<file path="src/rtl/alu_rsp_sched_if.sv">
// Bundle of signals between the ALU sub-unit commit ports, the response
// scheduler and the downstream gather stage.
interface alu_rsp_sched_if #(
    parameter int NUM_INPUTS = 3,
    parameter int DATAW      = 64,
    parameter int SEL_W      = (NUM_INPUTS > 1) ? $clog2(NUM_INPUTS) : 1
);
    logic [NUM_INPUTS-1:0]       valid_in;
    logic [NUM_INPUTS-1:0]       ready_in;
    logic [NUM_INPUTS*DATAW-1:0] data_in;
    logic                        valid_out;
    logic                        ready_out;
    logic [DATAW-1:0]            data_out;
    logic [SEL_W-1:0]            sel_out;
    logic [15:0]                 starve_cnt;

    // Sources and the downstream consumer together form the master side.
    modport master (
        output valid_in, data_in, ready_out,
        input  ready_in, valid_out, data_out, sel_out, starve_cnt
    );

    // The scheduler itself.
    modport slave (
        input  valid_in, data_in, ready_out,
        output ready_in, valid_out, data_out, sel_out, starve_cnt
    );
endinterface

</file>
<file path="src/rtl/alu_rsp_sched.sv">
// Merges the commit streams of the ALU sub-units into one registered commit
// stream. Round-robin arbitration, with an input that has lost MAX_STALL
// arbitrations in a row taking absolute priority (lowest index first).
module alu_rsp_sched #(
    parameter int NUM_INPUTS = 3,
    parameter int DATAW      = 64,
    parameter int MAX_STALL  = 15,
    parameter int SEL_W      = (NUM_INPUTS > 1) ? $clog2(NUM_INPUTS) : 1,
    parameter int CNT_W      = $clog2(MAX_STALL + 1)
) (
    input logic            clk,
    input logic            reset,
    alu_rsp_sched_if.slave bus
);
    // One extra bit so pointer + offset can exceed NUM_INPUTS before wrapping.
    localparam int IDX_W = SEL_W + 1;

    logic                  space;
    logic                  grant_valid;
    logic                  grant_forced;
    logic [SEL_W-1:0]      grant_idx;
    logic [NUM_INPUTS-1:0] forced_vec;
    logic [DATAW-1:0]      data_arr [NUM_INPUTS];

    logic                  valid_out_reg;
    logic [DATAW-1:0]      data_out_reg;
    logic [SEL_W-1:0]      sel_out_reg;
    logic [15:0]           starve_cnt_reg;
    logic [SEL_W-1:0]      rr_ptr_reg;

    // The output register can take a new beat when empty or draining now.
    assign space = !valid_out_reg || bus.ready_out;

    genvar gi;
    generate
        for (gi = 0; gi < NUM_INPUTS; gi++) begin : g_in
            logic [CNT_W-1:0] wait_reg;

            assign data_arr[gi]     = bus.data_in[gi*DATAW +: DATAW];
            assign forced_vec[gi]   = bus.valid_in[gi] && (wait_reg == CNT_W'(MAX_STALL));
            assign bus.ready_in[gi] = grant_valid && (grant_idx == SEL_W'(gi));

            // Consecutive-loss counter: only moves on cycles where someone is granted.
            always_ff @(posedge clk or posedge reset) begin
                if (reset) begin
                    wait_reg <= '0;
                end else if (grant_valid) begin
                    if (grant_idx == SEL_W'(gi)) begin
                        wait_reg <= '0;
                    end else if (bus.valid_in[gi]) begin
                        if (wait_reg != CNT_W'(MAX_STALL)) begin
                            wait_reg <= wait_reg + CNT_W'(1);
                        end
                    end else begin
                        wait_reg <= '0;
                    end
                end
            end
        end
    endgenerate

    // Grant selection: starving inputs first, otherwise round-robin from the pointer.
    always_comb begin
        logic [IDX_W-1:0] idx;
        logic [SEL_W-1:0] cand;
        grant_valid  = 1'b0;
        grant_forced = 1'b0;
        grant_idx    = '0;
        idx          = '0;
        cand         = '0;
        if (space) begin
            // Descending scan so the smallest offset from the pointer wins.
            for (int k = NUM_INPUTS - 1; k >= 0; k--) begin
                idx = {1'b0, rr_ptr_reg} + IDX_W'(k);
                if (idx >= IDX_W'(NUM_INPUTS)) begin
                    idx = idx - IDX_W'(NUM_INPUTS);
                end
                cand = idx[SEL_W-1:0];
                if (bus.valid_in[cand]) begin
                    grant_valid = 1'b1;
                    grant_idx   = cand;
                end
            end
            if (|forced_vec) begin
                grant_forced = 1'b1;
                for (int k = NUM_INPUTS - 1; k >= 0; k--) begin
                    if (forced_vec[k]) begin
                        grant_idx = SEL_W'(k);
                    end
                end
            end
        end
    end

    // Output register: load on grant, drain on accept, otherwise hold.
    always_ff @(posedge clk or posedge reset) begin
        if (reset) begin
            valid_out_reg <= 1'b0;
            data_out_reg  <= '0;
            sel_out_reg   <= '0;
        end else if (grant_valid) begin
            valid_out_reg <= 1'b1;
            data_out_reg  <= data_arr[grant_idx];
            sel_out_reg   <= grant_idx;
        end else if (bus.ready_out) begin
            valid_out_reg <= 1'b0;
        end
    end

    // Round-robin pointer moves just past whichever input was granted.
    always_ff @(posedge clk or posedge reset) begin
        if (reset) begin
            rr_ptr_reg <= '0;
        end else if (grant_valid) begin
            if (grant_idx == SEL_W'(NUM_INPUTS - 1)) begin
                rr_ptr_reg <= '0;
            end else begin
                rr_ptr_reg <= grant_idx + SEL_W'(1);
            end
        end
    end

    // Saturating count of starvation-forced grants.
    always_ff @(posedge clk or posedge reset) begin
        if (reset) begin
            starve_cnt_reg <= '0;
        end else if (grant_valid && grant_forced && (starve_cnt_reg != 16'hFFFF)) begin
            starve_cnt_reg <= starve_cnt_reg + 16'd1;
        end
    end

    assign bus.valid_out  = valid_out_reg;
    assign bus.data_out   = data_out_reg;
    assign bus.sel_out    = sel_out_reg;
    assign bus.starve_cnt = starve_cnt_reg;
endmodule

</file>
<file path="src/flat_wrapper.sv">
// flat-port wrapper written by rule: the top's interface ports become plain ports
module alu_rsp_sched_flat 
#(
    parameter int NUM_INPUTS = 3,
    parameter int DATAW      = 64,
    parameter int MAX_STALL  = 15,
    parameter int SEL_W      = (NUM_INPUTS > 1) ? $clog2(NUM_INPUTS) : 1,
    parameter int CNT_W      = $clog2(MAX_STALL + 1)
)
  (clk, reset, bus_valid_in, bus_data_in, bus_ready_out, bus_ready_in, bus_valid_out, bus_data_out, bus_sel_out, bus_starve_cnt);
  alu_rsp_sched_if #(.NUM_INPUTS(NUM_INPUTS), .DATAW(DATAW), .SEL_W(SEL_W)) bus_i ();
  input logic clk;
  input logic reset;
  input wire logic [$bits(bus_i.valid_in)-1:0] bus_valid_in;
  input wire logic [$bits(bus_i.data_in)-1:0] bus_data_in;
  input wire logic [$bits(bus_i.ready_out)-1:0] bus_ready_out;
  output wire logic [$bits(bus_i.ready_in)-1:0] bus_ready_in;
  output wire logic [$bits(bus_i.valid_out)-1:0] bus_valid_out;
  output wire logic [$bits(bus_i.data_out)-1:0] bus_data_out;
  output wire logic [$bits(bus_i.sel_out)-1:0] bus_sel_out;
  output wire logic [$bits(bus_i.starve_cnt)-1:0] bus_starve_cnt;
  assign bus_i.valid_in = bus_valid_in;
  assign bus_i.data_in = bus_data_in;
  assign bus_i.ready_out = bus_ready_out;
  assign bus_ready_in = bus_i.ready_in;
  assign bus_valid_out = bus_i.valid_out;
  assign bus_data_out = bus_i.data_out;
  assign bus_sel_out = bus_i.sel_out;
  assign bus_starve_cnt = bus_i.starve_cnt;
  alu_rsp_sched #(.NUM_INPUTS(NUM_INPUTS), .DATAW(DATAW), .MAX_STALL(MAX_STALL), .SEL_W(SEL_W), .CNT_W(CNT_W)) u_core (.clk(clk), .reset(reset), .bus(bus_i));
endmodule
</file>
<file path="config.mk">
export PLATFORM = sky130hd
export DESIGN_NAME = alu_rsp_sched_flat
export DESIGN_NICKNAME = d
export VERILOG_FILES = /design/src/rtl/alu_rsp_sched_if.sv /design/src/rtl/alu_rsp_sched.sv /design/src/flat_wrapper.sv
export SDC_FILE = /design/constraint.sdc
export NUM_CORES = 1
export LEC_CHECK = 0
export ABC_AREA = 1
export CAP_MARGIN = 20
export CORE_AREA = 3 3 109 111
export DETAILED_ROUTE_END_ITERATION = 16
export DIE_AREA = 0 0 112 114
export DONT_BUFFER_PORTS = 1
export PLACE_DENSITY = 0.72
export SLEW_MARGIN = 20
export SYNTH_ARGS = -nofsm -noshare
export SYNTH_HDL_FRONTEND = slang
export SYNTH_SLANG_ARGS = --single-unit
</file>
<file path="constraint.sdc">
create_clock -name clk -period 2.94 [get_ports clk]
set_input_delay 0.588 -clock clk [delete_from_list [all_inputs] [get_ports clk]]
set_output_delay 0.588 -clock clk [all_outputs]
set_load 0.05 [all_outputs]
</file>
==> results of run 1 <==
path summary, 6_finish.rpt:
check | cells past startpoint | endpoint | slack [ps] | from
min in group clk | 2 | u_core.bus.data_out[55]$_DFFE_PP0P_ | 320 | bus_data_in[55]
max in group asynchronous | 2 | u_core.g_in[0].wait_reg[0]$_DFFE_PP0P_ | 1910 | reset
setup / recovery | 9 | bus_ready_in[2] | 110 | u_core.rr_ptr_reg[1]$_DFFE_PP0P_
hold / removal | 1 | u_core.bus.data_out[10]$_DFFE_PP0P_ | 190 | reset
setup reg to reg | 14 | u_core.bus.data_out[46]$_DFFE_PP0P_ | 390 | u_core.rr_ptr_reg[1]$_DFFE_PP0P_
hold reg to reg | 2 | u_core.g_in[0].wait_reg[1]$_DFFE_PP0P_ | 530 | u_core.g_in[0].wait_reg[1]$_DFFE_PP0P_
per-layer routing:
| layer | track usage | up-vias |
|---|---|---|
| met5 | 0 | - |
| met4 | 0.08333 | 0 |
| met3 | 0.07162 | 31 |
| met2 | 0.4620 | 296 |
| met1 | 0.3446 | 2576 |
| li1 | - | 2670 |
through the flow:
stage	TNS, ps	total power [mW]
after floorplan	0	7.312
after global placement	0	7.857
after detailed placement	0	8.060
after CTS	0	8.962
after global routing	-10.96	9.776
final	0	9.055
cells in the final DEF, fill, tap and decap left out, types with 2 or more instances in the layout:
cell type / Yosys / layout
a21oi_1: 18 / 18
buf_4: 7 / 27
clkbuf_1: 4 / 2
clkbuf_8: 0 / 9
clkinv_2: 0 / 2
clkinvlp_4: 0 / 4
dfrtp_1: 97 / 97
ha_1: 7 / 4
ha_4: 0 / 2
inv_1: 108 / 105
inv_2: 7 / 8
nand2_1: 305 / 304
nand2_2: 3 / 4
nand2_4: 3 / 3
nand2_8: 2 / 3
nand3_1: 149 / 148
nand3_2: 1 / 2
nand4_1: 14 / 14
nor2_1: 31 / 31
nor3_1: 8 / 7
nor3_4: 1 / 2
o21ai_0: 18 / 18
o21ai_1: 5 / 5
or2_2: 8 / 8
xnor2_1: 5 / 5
xor2_1: 11 / 11
kinds of logic (layout without fill, tap and decap cells):
kind of cell	Yosys count	after routing
buffers and inverters	159	159
adders and majority gates	7	7
xor gates and xnor gates	16	16
and+or+nand+nor	532	533
AOI/OAI and AO/OA	47	47
DFF	97	97
final cells by class:
type / instances / area, um2 / area share
multi-input cells: 603 / 2924 / 0.4602
flip-flops and latches: 97 / 2427 / 0.3820
inverters: 115 / 440.4 / 0.06932
repair buffers: 28 / 222.7 / 0.03505
well taps: 140 / 175.2 / 0.02757
clock buffers: 11 / 131.4 / 0.02068
clock inverters: 5 / 32.53 / 0.005120
power by group:
group          internal, mW  leakage, nW  total (mW)  switching, mW
Sequential             1.87         1.18        3.97           2.10
Combinational          1.43         2.07        4.29           2.86
Clock                 0.306       0.0753       0.792          0.486
what timing repair did:
action	4_1_cts	5_1_grt
setup endpoints to repair	3	3
gates cloned	1	0
resized for setup	5	7
pin swaps	3	2
buffers inserted	3	3
==> reports/metrics.yaml, run 1 <==
fin_util: 0.5835
synth_most_common_cell: "nand2_1"
postSynth.asyncResetShare: 1.000
route.detailed.drc: 0
nFillCells: 1011
ir_drop_mv: 0.8285
critPathArrivalTime_ps: 2240
critical-path-max-stage-delay_ps: 440
ios: 284
hp-class: "input pin to async pin"
cp_top_family: "simple AND/OR/NAND/NOR gates"
muxShareOfSynthArea: 0
grt_use_total: 0.2726
synth_edf_count: 0
synth_top_family_by_area: "simple AND/OR/NAND/NOR gates"
start_kind: "register"
die_w_um: 112
antenna_found_initial: 0
ys.flop_type: "dfrtp_1"
die_h_um: 114
start_util: 0.5527
drive_gt1_frac: 0.09662
whs_ps: 186.3
tightest_slew_ps: 723.6
htreeDepth: 3
grt_start_max_net_pins: 59
yosys.area_share.xor_xnor: 0.02328
viasPerCell: 5.579
synth.yosys.warnings: 0
mappedNetlistArea_um2: 6018
nNetsFinal: 1059
core_um2: 10890
clock_path_buffers: 2
required_ps: 2350
overflow: 0
dr.max_layer_used: "met4"
cts-root-buf: "clkbuf_8"
drt-met1-wl_um: 7007
cp_max_fo: 6
vias: 5573
path_class: "register to output pin"
synthTopCellsByArea: "dfrtp_1, nand2_1, nand3_1"
dpl_cell_area_um2: 6076
yosys.area_share.adder: 0.01455
grt_pass1_vias: 5478
setup_viol_count_final: 0
min_period_over_period: 0.9614
post_drt_wl_per_cell_um: 18.01
drt_wl_total_um: 18000
synth_largest_area_cell: "dfrtp_1"
relSlewSlack: 0.5166
post-dp-hpwl_um: 13350
hold_buffers: 0
fin_cells: 999
largest_register_ffs: 64
wl_met3_um: 1678
hold_violations: 0
path_cells: "ha_4 -> inv_2 -> nor3_4 -> o21ai_1 -> nand2_1 -> nand2_2 -> nand2_8 -> nand2_4 -> nor2_4"
drv_slew: 0
fmax_mhz: 353.8
drt_pre_antenna_iters: 5
antenna_cells: 0
synth_top_area_frac: 0.4033
p_per_area_nw_per_um2: 1425
maxCapViolations: 0
cts.sinks: 97
synth_compound_area_frac: 0.04283
dp_slack_ps: 124.1
path_clk_slew_ps: 100
netlist_instances: 858
status: "complete, no violations"
skew_ps: 8.597
clock_latency_ps: 370
first_iter_violations: 524
io_buffers: 0
layout_setup_ws_ps: 113.6
numCtsBuffers: 9
leakagePower_nw: 3.331
cp_num_buf_inv: 1
syn_to_final_growth_pct: 5.572
yosysSeqAreaShare: 0.4033
postRouteAntennaNets: 0
endpoint_kind: "output pin"
dp_cells: 976
grt_pass1_wl_um: 27940
avgSynthCellArea_um2: 7.014
fp-row-count: 38
die-area_um2: 12770
cts_tree: "built"
synth.distinct_cells: 37
gp_congestion: 0.9443
ys_ff_latch: 97
yosys.area_share.simple: 0.3942
final_cell_area_um2: 6354
synth_common_cells: "nand2_1, nand3_1, inv_1"
met2_length_um: 8980
syn_nets: 1063
min_period_ps: 2826
slowest_stage: "dfrtp_1"
Note: power is estimated with default switching activity, not from simulation.
==> run 2, diff against run 1 <==
--- a/config.mk
+++ b/config.mk
@@ -12,7 +12,6 @@
 export DIE_AREA = 0 0 112 114
 export DONT_BUFFER_PORTS = 1
 export PLACE_DENSITY = 0.72
-export SLEW_MARGIN = 20
 export SYNTH_ARGS = -nofsm -noshare
 export SYNTH_HDL_FRONTEND = slang
 export SYNTH_SLANG_ARGS = --single-unit
==> results of run 2 <==
Final layout, timing and power as in run 1 (identical DEF).
